$ cat src/rtl/uart_cmd_parser_pkg.sv
// Shared definitions for the rx-side ASCII command parser: ASCII codes,
// FSM state encoding, field limits and small datapath helpers.
package uart_cmd_parser_pkg;

    typedef enum logic [1:0] {
        ST_IDLE    = 2'd0,
        ST_COLLECT = 2'd1,
        ST_CHECK   = 2'd2,
        ST_EMIT    = 2'd3
    } state_t;

    localparam logic [7:0] ASC_R  = 8'h52;
    localparam logic [7:0] ASC_C  = 8'h43;
    localparam logic [7:0] ASC_M  = 8'h4D;
    localparam logic [7:0] ASC_S  = 8'h53;
    localparam logic [7:0] ASC_CR = 8'h0D;
    localparam logic [7:0] ASC_LF = 8'h0A;
    localparam logic [7:0] ASC_SP = 8'h20;
    localparam logic [7:0] ASC_0  = 8'h30;

    localparam logic [6:0] HOUR_MAX = 7'd23;
    localparam logic [6:0] MIN_MAX  = 7'd59;
    localparam logic [6:0] SEC_MAX  = 7'd59;

    // Only the four command letters are folded; other lowercase bytes stay errors.
    function automatic logic [7:0] fold_case(input logic [7:0] b, input logic en);
        if (en && (b == 8'h72 || b == 8'h63 || b == 8'h6D || b == 8'h73))
            return b - 8'h20;
        return b;
    endfunction

    function automatic logic [6:0] mul10_add(input logic [6:0] x, input logic [3:0] d);
        return (x << 3) + (x << 1) + {3'b000, d};
    endfunction

endpackage

$ cat src/rtl/ascii_digit_dec.sv
// Combinational ASCII '0'..'9' detector and value extractor.
module ascii_digit_dec
    import uart_cmd_parser_pkg::*;
(
    input  logic [7:0] i_byte,
    output logic       o_is_digit,
    output logic [3:0] o_digit
);

    // The low nibble of 0x30..0x39 is the digit value itself.
    assign o_is_digit = (i_byte >= ASC_0) && (i_byte <= ASC_0 + 8'd9);
    assign o_digit    = o_is_digit ? i_byte[3:0] : 4'd0;

endmodule

$ cat src/rtl/uart_cmd_parser.sv
// Pops bytes from the rx FIFO, turns R/C/M into control pulses and
// "Shhmmss<CR|LF>" into a range-checked time-set for the watch/timer.
module uart_cmd_parser
    import uart_cmd_parser_pkg::*;
#(
    parameter int unsigned TIMEOUT_CYC  = 100_000_000,
    parameter bit          ACCEPT_LOWER = 1'b1
) (
    input  logic       clk,
    input  logic       rst,
    input  logic [7:0] rx_data,
    input  logic       rx_empty,
    output logic       rx_pop,
    output logic       cmd_run,
    output logic       cmd_clear,
    output logic       cmd_mode,
    output logic       set_valid,
    output logic [4:0] set_hour,
    output logic [5:0] set_min,
    output logic [5:0] set_sec,
    output logic       parse_err
);

    localparam int unsigned     TO_W   = $clog2(TIMEOUT_CYC + 1);
    localparam logic [TO_W-1:0] TO_MAX = TO_W'(TIMEOUT_CYC);

    state_t          r_state, w_state_nxt;
    logic [2:0]      r_k;
    logic [6:0]      r_acc_hour, r_acc_min, r_acc_sec;
    logic [TO_W-1:0] r_to_cnt;
    logic            r_run, r_clear, r_mode, r_set_valid, r_err;
    logic [4:0]      r_set_hour;
    logic [5:0]      r_set_min, r_set_sec;

    logic [7:0]      w_byte;
    logic            w_is_digit;
    logic [3:0]      w_digit;
    logic            w_pop, w_timeout, w_fields_ok, w_is_term;
    logic            w_run, w_clear, w_mode, w_err, w_commit, w_start, w_acc_en;

    assign w_byte = fold_case(rx_data, ACCEPT_LOWER);

    ascii_digit_dec u_digit_dec (
        .i_byte     (w_byte),
        .o_is_digit (w_is_digit),
        .o_digit    (w_digit)
    );

    assign w_pop       = !rx_empty && (r_state == ST_IDLE || r_state == ST_COLLECT);
    assign w_timeout   = (r_state == ST_COLLECT) && !w_pop && (r_to_cnt == TO_MAX);
    assign w_is_term   = (w_byte == ASC_CR) || (w_byte == ASC_LF);
    assign w_fields_ok = (r_acc_hour <= HOUR_MAX) && (r_acc_min <= MIN_MAX) &&
                         (r_acc_sec <= SEC_MAX);

    always_ff @(posedge clk) begin
        if (!rst) r_state <= ST_IDLE;
        else      r_state <= w_state_nxt;
    end

    // NOTE: every signal gets a default before the case so no path can infer a latch.
    always_comb begin
        w_state_nxt = r_state;
        w_run       = 1'b0;
        w_clear     = 1'b0;
        w_mode      = 1'b0;
        w_err       = 1'b0;
        w_commit    = 1'b0;
        w_start     = 1'b0;
        w_acc_en    = 1'b0;
        case (r_state)
            ST_IDLE: begin
                if (w_pop) begin
                    case (w_byte)
                        ASC_R:                  w_run   = 1'b1;
                        ASC_C:                  w_clear = 1'b1;
                        ASC_M:                  w_mode  = 1'b1;
                        ASC_S: begin
                            w_start     = 1'b1;
                            w_state_nxt = ST_COLLECT;
                        end
                        ASC_CR, ASC_LF, ASC_SP: begin end
                        default:                w_err   = 1'b1;
                    endcase
                end
            end
            ST_COLLECT: begin
                if (w_pop) begin
                    if (r_k < 3'd6) begin
                        if (w_is_digit) begin
                            w_acc_en = 1'b1;
                        end else begin
                            w_err       = 1'b1;
                            w_state_nxt = ST_IDLE;
                        end
                    end else if (w_is_term) begin
                        w_state_nxt = ST_CHECK;
                    end else begin
                        w_err       = 1'b1;
                        w_state_nxt = ST_IDLE;
                    end
                end else if (w_timeout) begin
                    w_err       = 1'b1;
                    w_state_nxt = ST_IDLE;
                end
            end
            ST_CHECK: begin
                if (w_fields_ok) begin
                    w_commit    = 1'b1;
                    w_state_nxt = ST_EMIT;
                end else begin
                    w_err       = 1'b1;
                    w_state_nxt = ST_IDLE;
                end
            end
            ST_EMIT:  w_state_nxt = ST_IDLE;
            default:  w_state_nxt = ST_IDLE;
        endcase
    end

    // Pulses are registered from the decision cycle, giving pop+1 timing and
    // set_valid coinciding with the EMIT state.
    always_ff @(posedge clk) begin
        if (!rst) begin
            r_k         <= 3'd0;
            r_acc_hour  <= 7'd0;
            r_acc_min   <= 7'd0;
            r_acc_sec   <= 7'd0;
            r_to_cnt    <= '0;
            r_run       <= 1'b0;
            r_clear     <= 1'b0;
            r_mode      <= 1'b0;
            r_set_valid <= 1'b0;
            r_err       <= 1'b0;
            r_set_hour  <= 5'd0;
            r_set_min   <= 6'd0;
            r_set_sec   <= 6'd0;
        end else begin
            r_run       <= w_run;
            r_clear     <= w_clear;
            r_mode      <= w_mode;
            r_set_valid <= w_commit;
            r_err       <= w_err;

            if (w_pop)
                r_to_cnt <= '0;
            else if (r_state == ST_COLLECT && r_to_cnt != TO_MAX)
                r_to_cnt <= r_to_cnt + TO_W'(1);

            if (w_start)
                r_k <= 3'd0;
            else if (w_acc_en)
                r_k <= r_k + 3'd1;

            // Even index starts a fresh field, odd index appends the units digit.
            if (w_acc_en) begin
                case (r_k[2:1])
                    2'd0:    r_acc_hour <= mul10_add(r_k[0] ? r_acc_hour : 7'd0, w_digit);
                    2'd1:    r_acc_min  <= mul10_add(r_k[0] ? r_acc_min  : 7'd0, w_digit);
                    default: r_acc_sec  <= mul10_add(r_k[0] ? r_acc_sec  : 7'd0, w_digit);
                endcase
            end

            if (w_commit) begin
                r_set_hour <= r_acc_hour[4:0];
                r_set_min  <= r_acc_min[5:0];
                r_set_sec  <= r_acc_sec[5:0];
            end
        end
    end

    assign rx_pop    = w_pop;
    assign cmd_run   = r_run;
    assign cmd_clear = r_clear;
    assign cmd_mode  = r_mode;
    assign set_valid = r_set_valid;
    assign set_hour  = r_set_hour;
    assign set_min   = r_set_min;
    assign set_sec   = r_set_sec;
    assign parse_err = r_err;

endmodule

$ cat config.mk
export PLATFORM = sky130hd
export DESIGN_NAME = uart_cmd_parser
export DESIGN_NICKNAME = d
export VERILOG_FILES = /design/src/rtl/uart_cmd_parser_pkg.sv /design/src/rtl/ascii_digit_dec.sv /design/src/rtl/uart_cmd_parser.sv
export SDC_FILE = /design/constraint.sdc
export NUM_CORES = 1
export LEC_CHECK = 0
export ABC_AREA = 1
export CORE_ASPECT_RATIO = 0.5
export CORE_UTILIZATION = 64
export DETAILED_ROUTE_END_ITERATION = 8
export PLACE_DENSITY = 0.9
export SLEW_MARGIN = 5
export SYNTH_ARGS = -nofsm -noshare
export SYNTH_HDL_FRONTEND = slang
export SYNTH_HIERARCHICAL = 1
export SYNTH_SLANG_ARGS = --single-unit
$ cat constraint.sdc
create_clock -name clk -period 9.1 [get_ports clk]
set_clock_uncertainty 0.1 [all_clocks]
set_input_delay 1.82 -clock clk [delete_from_list [all_inputs] [get_ports clk]]
set_output_delay 1.82 -clock clk [all_outputs]
set_load 0.005 [all_outputs]
After elaboration in Yosys (flattened, before gate mapping)
Index checks and enable logic that the tools add are counted.
{ "op_classes": {"add_sub_neg": 9, "n_lt_le_gt_ge": 6, "n_eq_ne": 21, "n_mux": 37, "bitwise_logic": 2, "n_reduce_logical": 25} }
{ "op_table": {"columns": ["operator", "n"], "rows": [
  ["$eq 8x7->1 const B", 8],
  ["$add 27x1->27 const B", 1],
  ["$eq 27x27->1 const B", 1],
  ["$ne 27x27->1 const B", 1],
  ["$add 7x4->7", 3],
  ["$add 7x7->7", 3],
  ["$mux 1", 21],
  ["$mux 6", 3],
  ["$eq 8x4->1 const B", 2],
  ["$mux 2", 8],
  ["$mux 8", 2],
  ["$le 7x6->1 const B", 2],
  ["$eq 8x6->1 const B", 1],
  ["$ge 8x6->1 const B", 1],
  ["$le 8x6->1 const B", 1],
  ["$pmux 2 s4", 1],
  ["$sub 8x6->8 const B", 1],
  ["$le 7x5->1 const B", 1],
  ["$logic_and 1x1->1", 7],
  ["$reduce_or 7->1", 1],
  ["$reduce_and 2->1", 3],
  ["$reduce_or 2->1", 3],
  ["$logic_or 1x1->1", 5],
  ["$eq 2x1->1 const B", 2],
  ["other kinds (14)", 18]
]} }
{ "totals": {"register_bits": 75, "in_bits": 11, "output_inout_bits": 23, "elab_cells": 114} }

Depth between registers and ports, before layout
{ "depth": {"depth_word": 13, "ltp_mapped": 22, "ltp_nobuf": 22} }

By module
The synthesis kept the hierarchy.
{ "modules_own_cells": {"columns": ["mod", "n_inst", "cells_each", "area_per_inst_um2", "seq_area_each_um2"], "rows": [
  ["uart_cmd_parser", 1, 642, 4521.8, 1501.4],
  ["ascii_digit_dec", 1, 16, 70.1, 0.0]
]} }

Least setup slack after synthesis
No wires, ideal clock.
{ "synth_path": {"path_kind": "input -> register", "startpoint": "input rx_data[0]", "endpoint": "register r_acc_min[6]", "setup_time_ns": 0.116, "arrival_time_ns": 4.357, "required_time_ns": 8.884, "path_slack_ns": 4.527, "stages": 21, "n_path_buf": 0, "cell_sequence": "inv_1 > nor2_1 > nand2_1 > nand2_1 > nand2_1 > nand2_1 > nand2_1 > nand2_2 > inv_1 > nand2_1 > nor2_2 > nand2_2 > nor2_1 > fa_1 > fa_1 > nand2_1 > nand2_1 > a21oi_1 > xor2_1 > o21ai_0 > inv_1"} }
{ "synth_between": {"word_cells_on_any_way": 21, "cone_classes": "2 x add/sub; 2 x order compare; 4 x eq/ne; 8 x mux; 5 x reduce/logical"} }
{ "synth_rtl": {"columns": ["element", "line_no", "rtl"], "rows": [
  ["start, declared", "uart_cmd_parser.sv:11", "input logic [7:0] rx_data,"],
  ["parallel branches: the longest is 5 deep, another holds $sub 8x6->8", null, null],
  ["$mux 8 *", "uart_cmd_parser_pkg.sv:29", "return b;"],
  ["net w_byte[7]", "uart_cmd_parser.sv:35", "logic [7:0] w_byte;"],
  ["$ge 8x6->1 / $le 8x6->1 (equally long branches)", "ascii_digit_dec.sv:11", "assign o_is_digit = (i_byte >= ASC_0) && (i_byte <= ASC_0 + 8'd9);"],
  ["$logic_and 1x1->1 *", "ascii_digit_dec.sv:11", null],
  ["$mux 4 *", "ascii_digit_dec.sv:12", "assign o_digit = o_is_digit ? i_byte[3:0] : 4'd0;"],
  ["net w_digit[3]", "uart_cmd_parser.sv:37", "logic [3:0] w_digit;"],
  ["$add 7x4->7 *", "uart_cmd_parser_pkg.sv:33", "return (x << 3) + (x << 1) + {3'b000, d};"],
  ["end signal, assigned", "uart_cmd_parser.sv:158", "2'd1: r_acc_min <= mul10_add(r_k[0] ? r_acc_min : 7'd0, w_digit);"],
  ["end, declared", "uart_cmd_parser.sv:29", "logic [6:0] r_acc_hour, r_acc_min, r_acc_sec;"]
]} }
Mark *: on every way through the listed nets, which the timed path passes. The select of a mux whose other input is x is not followed.
A chain may end at the register's enable or synchronous reset.

Worst setup path in the final report
{ "layout_path": {"startpoint": "input rx_data[1]", "endpoint": "register r_acc_min[6]"} }
Same word-level chain as after synthesis.

==> impl_metrics.yaml <==
logic_synthesis:
  ys_ff_latch: 75
  ys_types: 32
  synth_nets: 703
  synth_top_area_share_pct: 32.70
  yosysTopAreaCell: "dfxtp_1"
  synth_top_family_by_area: "simple AND/OR/NAND/NOR gates"
  postSynthAreaPerCell_sq_um: 6.979
  synth_xor_area_share_pct: 5.913
  yosys_warnings: 6
  synth_edf_count: 0
  synth_mux_area_share_pct: 0
  yosys.area_share.simple_pct: 27.87
  synth_fa_ha_area_share_pct: 10.25
  synth_compound_gate_area_share_pct: 13.54
  synthArstFlopShare_pct: 0
  yosysSeqAreaShare_pct: 32.70
  ys_top_cells_by_area: "dfxtp_1, nand2_1, ha_1, a21oi_1, inv_1"
  ys.flop_type: "dfxtp_1"
  syn_inst: 658
  netlist_area_sq_um: 4592
placement:
  portBuffers: 33
  dp_slack_ps: 3493
  gp_congestion: 0.8903
  dpl_cell_area_sq_um: 4959
  dp_hpwl_mm: 7.383
detailed_routing:
  routedWlPerCell_um: 13.75
  ant_nets: 0
  via_per_inst: 5.523
  via_count: 4319
  dr.pass1.iters: 5
  detail_route.iter0.violations: 317
  totalWireLength_mm: 10.76
  drc: 0
sta:
  setup_viol: 0
  finalSetupTns_ps: 0
  hold_viol: 0
  fin_crit_ps: 5275
  drv_slew: 0
  period_share_pct: 57.97
  rsz0062_at_grt: "no"
  relSlewSlack_pct: 36.73
  fmax_mhz: 189.6
  worstMarginPinSlew_ps: 946.8
  fin_ws_ps: 3825
cts:
  cts_tree: "done"
  cts_buffers: 9
  clockBufferDepth: 2
  cts_setup_buffers: 0
  ctsHoldBuffers: 0
  htreeDepth: 3
  clkLatencyLatePin_ps: 340
  clock_sinks: 75
  clockRootBuffer: "clkbuf_16"
  clk_pin_slew_worst_paths_ps: 60
  cts_resized: 0
worst_hold_path:
  hold_start: "set_sec[4]"
  whs_path_depth: 2
  hp-class: "reg2reg"
  min_to: "set_sec[4]"
floorplanning:
  die_area_sq_um: 7538
  die_w_um: 121.8
  fp-row-count: 21
  io_pins: 34
  initial_core_util_pct: 67.48
  fp.dieH_um: 61.90
  core_sq_um: 6805
critical_path:
  rr_worst_depth: 10
  reg2reg_slack_ps: 6320
  crit_family: "simple AND/OR/NAND/NOR gates"
  cp.required_ps: 9230
  r2r_end: "r_acc_min[6]"
  crit_path_max_fanout: 8
  crit_path_top_delay_cell: "clkdlybuf4s50_1"
  crit_path_cell_trace: "clkdlybuf4s50_1 -> nor2_1 -> nand2_1 -> nand2_1 -> nand2_1 -> nand2_1 -> nand2_1 -> nand2_2 -> inv_1 -> nand2_1 -> nor2_2 -> nand2_2 -> nor2_1 -> fa_1 -> fa_1 -> nand2_1 -> nand2_1 -> a21oi_1 -> xor2_1 -> o21ai_0 -> inv_1"
  timing.critical_path.mode_cell: "nand2_1"
  slowest_delay_ps: 620
  endpoint_kind: "flop"
  start_kind: "primary input"
  crit_buf_inv: 3
  r2r_start: "r_k[0]"
  critPathKind: "in2reg"
  worst_ep_arrival_time_ps: 5410
global_route:
  grtUsageTotal_pct: 29.75
  antenna_found_initial: 0
  grt_pass1_vias: 3749
  grt_pass1_wl_mm: 17.17
  overflow: 0
  grt_max_degree: 41
final_layout:
  areaGrowthSynthToFinish_pct: 14.41
  n_fill_cell: 500
  layout.nets: 731
  n_antenna_cell: 0
  finish.instance_area_sq_um: 5254
  drive_above_1_share_pct: 6.522
power:
  p_sw_share_pct: 22.02
  p_switching_uw: 160.4
  p_per_area_nw_per_um2: 138.6
  power.clock.fraction_pct: 48.8
  ir_drop_mv: 0.08763
  internal_power_uw: 568.0
  combPwrFrac_pct: 5.8
  leakage_nw: 2.318
  seqPwrFrac_pct: 45.4
flow_run:
  drv_cap: 0
outcome:
  outcome: "finished clean"
logic make-up (layout without fill, tap and decap cells):
group | Yosys count | after routing
adder cells (fa/ha/maj) | 34 | 34
AO/OA/AOI/OAI | 121 | 121
flip-flops | 75 | 75
AND/OR/NAND/NOR | 285 | 285
buffers and inverters | 112 | 144
XOR/XNOR | 31 | 31
registers in the layout (all words and copies together), names as in the netlist:
signal,count
set_valid,1
cmd_mode,1
cmd_clear,1
r_k,3
cmd_run,1
set_hour,5
set_sec,6
r_acc_hour,7
set_min,6
r_acc_min,7
r_to_cnt,27
parse_err,1
r_acc_sec,7
r_state,2
power groups by stage:
stage	clock network [mW]	logic [mW]	registers, mW
floorplan	0	0.0298	0.338
global placement	0	0.0405	0.338
detailed placement	0	0.0411	0.338
CTS	0.358	0.0416	0.331
global route	0.373	0.0467	0.331
finish	0.355	0.0421	0.331
worst max-delay path by stage:
| stage | slack [ps] | cells after the start | startpoint | end |
|---|---|---|---|---|
| CTS | 3820 | 21 | rx_data[1] | r_acc_min[6] |
| detailed placement | 3490 | 21 | rx_data[1] | r_acc_min[6] |
| finish | 3820 | 21 | rx_data[1] | r_acc_min[6] |
| global route | 3470 | 22 | rx_data[1] | r_acc_min[6] |
| floorplan | 4530 | 21 | rx_data[0] | r_acc_min[6] |
| global placement | 3650 | 21 | rx_data[1] | r_acc_min[6] |
worst min-delay path, stage by stage (launching register included):
cell,delay (ps)
dfxtp_1,310
inv_1,50
a21oi_1,50
final cells by class:
class	count	area (sq um)	area share [%]
Multi-Input combinational cell	471	2644	50.32
Sequential cell	75	1501	28.58
Inverter	94	352.8	6.716
Timing Repair Buffer	35	345.3	6.573
Clock buffer	13	260.3	4.954
Tap cell	92	115.1	2.191
Clock inverter	2	35.03	0.6668
placed cells by master (no fill, tap or decap), drive strengths merged, types with 13 or more instances in the layout:
cell,synthesis,layout
a21oi,68,68
xor2,20,20
nor3,16,16
nor2,80,80
nand2,143,143
o21ai,50,50
clkdlybuf4s50,0,33
dfxtp,75,75
clkbuf,12,13
nand4,16,16
nand3,25,25
inv,94,94
ha,28,28
metal layers:
layer  global-route usage, %  wire [um]  vias up
met4                   13.23        211        0
met3                   6.296        496       22
li1                        -          -     2174
met2                   52.22       4991      120
met5                       0          0        -
met1                   36.46       5056     2003
cells in the mapped netlist, types with 4 or more instances:
library cell / instances
a21oi_1: 67
clkbuf_1: 12
dfxtp_1: 75
fa_1: 6
ha_1: 28
inv_1: 86
inv_2: 8
nand2_1: 140
nand3_1: 23
nand4_1: 16
nor2_1: 73
nor2_4: 4
nor3_1: 10
nor3_2: 5
o21ai_0: 43
o21ai_1: 6
xnor2_1: 11
xor2_1: 20
per-stage QoR:
step                      hold slack (ps)  std cells  power (mW)  utilization [%]
after global routing                371.4        782      0.7503            77.20
final                               343.1        782      0.7284            77.20
after detailed placement            336.6        767      0.3790            72.86
after global placement              330.7        767      0.3783            72.86
after floorplan                     340.2        658      0.3675                -
after CTS                           344.9        782      0.7303            77.20
Power figures use the tool's default switching activity.
